$ cat src/rtl/alu_4_bit.sv
// Registered signed ALU: ADD / SUB / NOT A / reduction-OR B into an OUT_W result.
// One clock of latency; synchronous active-high reset clears the result.
module alu_4_bit #(
  parameter int IN_W  = 4,
  parameter int OUT_W = IN_W + 1
) (
  input  logic                    clk,
  input  logic                    reset,
  input  logic [1:0]              Opcode,
  input  logic signed [IN_W-1:0]  A,
  input  logic signed [IN_W-1:0]  B,
  output logic signed [OUT_W-1:0] C
);

  localparam int EXT_W = OUT_W - IN_W;

  generate
    if (OUT_W != IN_W + 1) begin : g_bad_width
      $error("alu_4_bit: OUT_W must equal IN_W+1");
    end
  endgenerate

  logic signed [OUT_W-1:0] w_a_ext;
  logic signed [OUT_W-1:0] w_b_ext;
  logic signed [OUT_W-1:0] w_result;
  logic signed [OUT_W-1:0] r_c;

  // Widen before arithmetic so ADD/SUB can never overflow the result.
  assign w_a_ext = {{EXT_W{A[IN_W-1]}}, A};
  assign w_b_ext = {{EXT_W{B[IN_W-1]}}, B};

  always_comb begin
    w_result = '0;
    case (Opcode)
      2'b00:   w_result = w_a_ext + w_b_ext;
      2'b01:   w_result = w_a_ext - w_b_ext;
      2'b10:   w_result = ~w_a_ext;
      2'b11:   w_result = {{(OUT_W-1){1'b0}}, |B};
      default: w_result = '0;
    endcase
  end

  always_ff @(posedge clk) begin
    if (reset) r_c <= '0;
    else       r_c <= w_result;
  end

  assign C = r_c;

endmodule

$ cat config.mk
export PLATFORM = sky130hd
export DESIGN_NAME = alu_4_bit
export DESIGN_NICKNAME = d
export VERILOG_FILES = /design/src/rtl/alu_4_bit.sv
export SDC_FILE = /design/constraint.sdc
export NUM_CORES = 1
export LEC_CHECK = 0
export CAP_MARGIN = 30
export CORE_AREA = 2 2 39 41
export DETAILED_ROUTE_END_ITERATION = 8
export DIE_AREA = 0 0 41 43
export PLACE_DENSITY = 0.66
export SLEW_MARGIN = 20
export SYNTH_ARGS = -nofsm -noshare
export SYNTH_HDL_FRONTEND = slang
export SYNTH_SLANG_ARGS = --single-unit
export TNS_END_PERCENT = 100
$ cat constraint.sdc
create_clock -name clk -period 4.2 [get_ports clk]
set_input_delay 0.84 -clock clk [delete_from_list [all_inputs] [get_ports clk]]
set_output_delay 0.84 -clock clk [all_outputs]
set_load 0.01 [all_outputs]
# Word-level counts from Yosys, hierarchy flattened
# Cells that the tools add are included.
[totals]
reg_bits = 5
latch_bits = 0
mem_bits_rw = 0
mem_bits_ro = 0
input_bits = 12
output_inout_bits = 5
word_cells = 10
n_memories = 0
[classes]
addsub = 2
mul = 0
div = 0
magnitude_cmp = 0
n_eq_ne = 3
shift = 0
n_mux = 1
bitwise_logic = 1
n_reduce_logical = 2
[op_table]
columns = ["op", "n"]
rows = [
  ["case mux 5 bit (4 select lines)", 1],
  ["adder 4 x 4 -> 5 bit", 1],
  ["NOT 4 -> 5 bit", 1],
  ["subtractor 4 x 4 -> 5 bit", 1],
  ["equality test 2 bit (second input constant)", 2],
  ["OR reduction 4 bit", 1],
  ["equality test 2 x 1 -> 1 bit (second input constant)", 1],
  ["zero test 2 bit", 1],
]

# Longest topological paths before layout
[logic_depth]
ltp_word = 2
depth_mapped = 9
ltp_nobuf = 9

# Worst setup path after synthesis
# No wires, ideal clock.
[synth_path]
kind = "input to register"
startpoint = "input port B[0]"
endpoint = "register r_c[4] (netlist: C[4])"
setup_time_ps = 135
arrival_time_ps = 2495
t_required_ps = 4065
slack_ps = 1570
cell_stages = 8
n_path_buf = 0
cell_sequence = "inv_1 -> ha_1 -> mux2i_1 -> fa_1 -> and3_4 -> or3_1 -> a221oi_1 -> a311oi_1"
[synth_via]
elab_chain_cells = 2
elab_cells_between_ends = 3
classes_between = "add/sub: 2; mux: 1"
[synth_lines]
columns = ["element", "line", "source"]
rows = [
  ["from (decl)", "11", "input logic signed [IN_W-1:0] B,"],
  ["subtractor 4 x 4 -> 5 bit / adder 4 x 4 -> 5 bit (equally long branches)", "36, 35", ""],
  ["case mux 5 bit (4 select lines) (*)", "34", "case (Opcode)"],
  ["to (signal assigned)", "45", "else r_c <= w_result;"],
  ["to (decl)", "26", "logic signed [OUT_W-1:0] r_c;"],
]
# Mark *: on every way between the ends. The rest lies on a longest branch, timed or not.
# A chain may end at the register's enable or synchronous reset.

# Final worst setup path
[layout_path]
startpoint = "input port Opcode[1]"
endpoint = "register r_c[4] (netlist: C[4])"
[layout_via]
elab_chain_cells = 2
elab_cells_between_ends = 5
classes_between = "eq/ne: 3; mux: 1; reduce/logical: 1"
[layout_lines]
columns = ["element", "line", "source"]
rows = [
  ["from (decl)", "9", "input logic [1:0] Opcode,"],
  ["equality test 2 bit (tied with other cells)", "34", ""],
  ["case mux 5 bit (4 select lines) (*)", "34", ""],
]
# Marked as above.

==> run_results.csv <==
group,metric,value,unit
setup_path,crit_arrival,3200,ps
timing,finalCriticalPeriod,3080,ps
routing,wire_per_inst,10.0,um
logic_synthesis,synthesis.nets,70,
pwr,netSwitchingFraction,0.287,
finish,n_antenna_cell,0,
pwr,pwr-share-clk,0.314,
timing,fin_ws,1120,ps
job,cap_viol_max_count,0,
finish,mostFrequentLayoutCell,"clkdlybuf4s50_1",
place,place_congestion,0.716,
global_routing,overflow,0,
routing,firstDrtPassIters,3,
timing,finalCritPeriodShare,0.734,
finish,drive_gt1_frac,0.0845,
pwr,power_frac_seq,0.299,
timing,hold_viol,0,
floorplan,die_h,43,um
place,portBuffers,16,
setup_path,crit_fanout,11,
clock_network,cts_hold_buf,0,
pwr,irDropWorstVdd,0.0760,mV
pwr,p_total,0.179,mW
pwr,p_leak,0.282,nW
clock_network,cts_setup_buffers,0,
global_routing,grt_pass1_wl,1700,um
routing,route.detailed.drc,0,
routing,viasPerCell,4.86,
logic_synthesis,synth_cell_types,28,
setup_path,worstPathRequired,4320,ps
global_routing,grtUsageTotal,0.139,
clock_network,clockBufferDepth,2,
clock_network,cts_tree,"yes",
logic_synthesis,synth-edff-count,0,
clock_network,cts_root_buf,"clkbuf_4",
floorplan,start_util,0.329,
setup_path,worst_setup_path_end_kind,"register",
clock_network,ctsResizeCount,0,
logic_synthesis,ys.flop_type,"dfxtp_1",
clock_network,clock_sinks,5,
timing,tightestPinTransition,412,ps
setup_path,criticalPathCategory,"input port to register",
logic_synthesis,synth_top_area_share,0.220,
min_path,worstHoldStart,"reset",
status,status,"complete, no violations",
finish,stdcell_count,87,
finish,final_cell_mix,"clkdlybuf4s50_1, nor2_1, dfxtp_1, inv_1, ha_1",
logic_synthesis,synth_seq_area_share,0.220,
floorplan,core,1380,um^2
place,place_ws,831,ps
routing,antenna_left,0,
global_routing,first_global_vias,431,
min_path,min_path_cells,2,
clock_network,cts_buffers,3,
timing,final_max_slew_viol_count,0,
logic_synthesis,synthCells,52,
pwr,p_per_area,274,nW/um^2
clock_network,clkTransAtPathRegs,40,ps
pwr,intPower,0.128,mW
pwr,p_sw,0.0514,mW
logic_synthesis,synthTopCellsByArea,"dfxtp_1, ha_1, mux2i_1",
timing,max_freq,324,MHz
pwr,comb_power_share,0.387,
finish,area.growth.synth_to_final,43.7,%
timing,rsz0062_at_grt,"false",
clock_network,htree_num_levels,1,
logic_synthesis,syn_area,455,um^2
timing,setup_viol,0,
logic_synthesis,ys_seq_elements,5,
timing,setup-tns-final,0,ps
routing,vias,423,
floorplan,placementRows,14,
routing,wl,872,um
place,place_inst,83,
floorplan,ioPinCount,17,
logic_synthesis,synth_top_cell_by_area,"dfxtp_1",
global_routing,antenna_found_initial,0,
place,dpl_cell_area,628,um^2
timing,relSlewSlack,0.725,
routing,drtIter0Drc,6,
floorplan,dieArea,1760,um^2
logic_synthesis,async_reset_ff_frac,0,
min_path,hold_class,"input port to register",
global_routing,grt_max_degree,12,
finish,fin_nets,90,
place,dp_hpwl,722,um
setup_path,startpoint_type,"input port",
finish,largest_reg_flops,5,
finish,design_area,654,um^2
floorplan,die_w,41,um
logic_synthesis,yosysWarnings,0,
min_path,min_to,"C[2]",
logic_synthesis,postSynthAreaPerCell,8.76,um^2
-- layer usage --
metal  global-route usage  wire (um)  up-vias
met1                0.176        398      184
met2                0.206        408       13
li1                     -          -      224
met3               0.0157         53        2
met5                    0          0        -
met4                0.100         12        0
-- synth_stat cells, types with 2 or more instances --
| cell type | number |
|---|---|
| dfxtp_1 | 5 |
| nor2_1 | 6 |
| ha_1 | 5 |
| o21a_1 | 2 |
| xnor2_1 | 2 |
| inv_1 | 5 |
| mux2i_1 | 3 |
| o21ai_0 | 4 |
-- worst max-delay path, cell delays in order --
cell and delay [ps]:
clkdlybuf4s50_1 620, nor2b_4 250, mux2i_1 140, fa_1 450, and3_4 170, or3_1 360, a221oi_1 300, a311oi_1 70
-- cells by family after synthesis --
logic type | after synthesis | share of synthesized area
flip-flops | 5 | 0.220
adder cells (fa/ha/maj) | 6 | 0.181
AND/OR/NAND/NOR | 16 | 0.223
XOR/XNOR | 3 | 0.0577
AO/OA/AOI/OAI | 13 | 0.195
multiplexers | 3 | 0.0659
buffers and inverters | 6 | 0.0577
-- power by group through the flow --
stage | Combinational (mW) | Clock [mW] | Sequential [mW]
2_1_floorplan | 0.0390 | 0 | 0.0572
3_3_place_gp | 0.0691 | 0 | 0.0544
3_5_place_dp | 0.0699 | 0 | 0.0544
4_1_cts | 0.0703 | 0.0586 | 0.0536
5_1_grt | 0.0795 | 0.0649 | 0.0540
6_report | 0.0694 | 0.0564 | 0.0535
-- final cells by class --
| cell class | count | area [um^2] |
|---|---|---|
| Inverter | 5 | 18.8 |
| Fill cell | 145 | 729 |
| Timing Repair Buffer | 16 | 160 |
| Sequential cell | 5 | 100 |
| Clock buffer | 4 | 26.3 |
| Multi-Input combinational cell | 41 | 329 |
| Tap cell | 16 | 20.0 |
-- stage by stage --
step,utilization,hold WS [ps]
after floorplan,-,912
after global placement,0.454,1500
after detailed placement,0.454,1490
after CTS,0.473,1240
after global routing,0.473,1290
final,0.473,1240
-- worst max path at each step --
stage	startpoint	to	slack [ps]	cells after the start
after floorplan	B[0]	C[4]	1570	8
after global placement	Opcode[1]	C[4]	880	8
after detailed placement	Opcode[1]	C[4]	830	8
after CTS	Opcode[1]	C[4]	1090	8
after global routing	Opcode[1]	C[4]	900	8
final	Opcode[1]	C[4]	1120	8
Power figures use the tool's default switching activity.
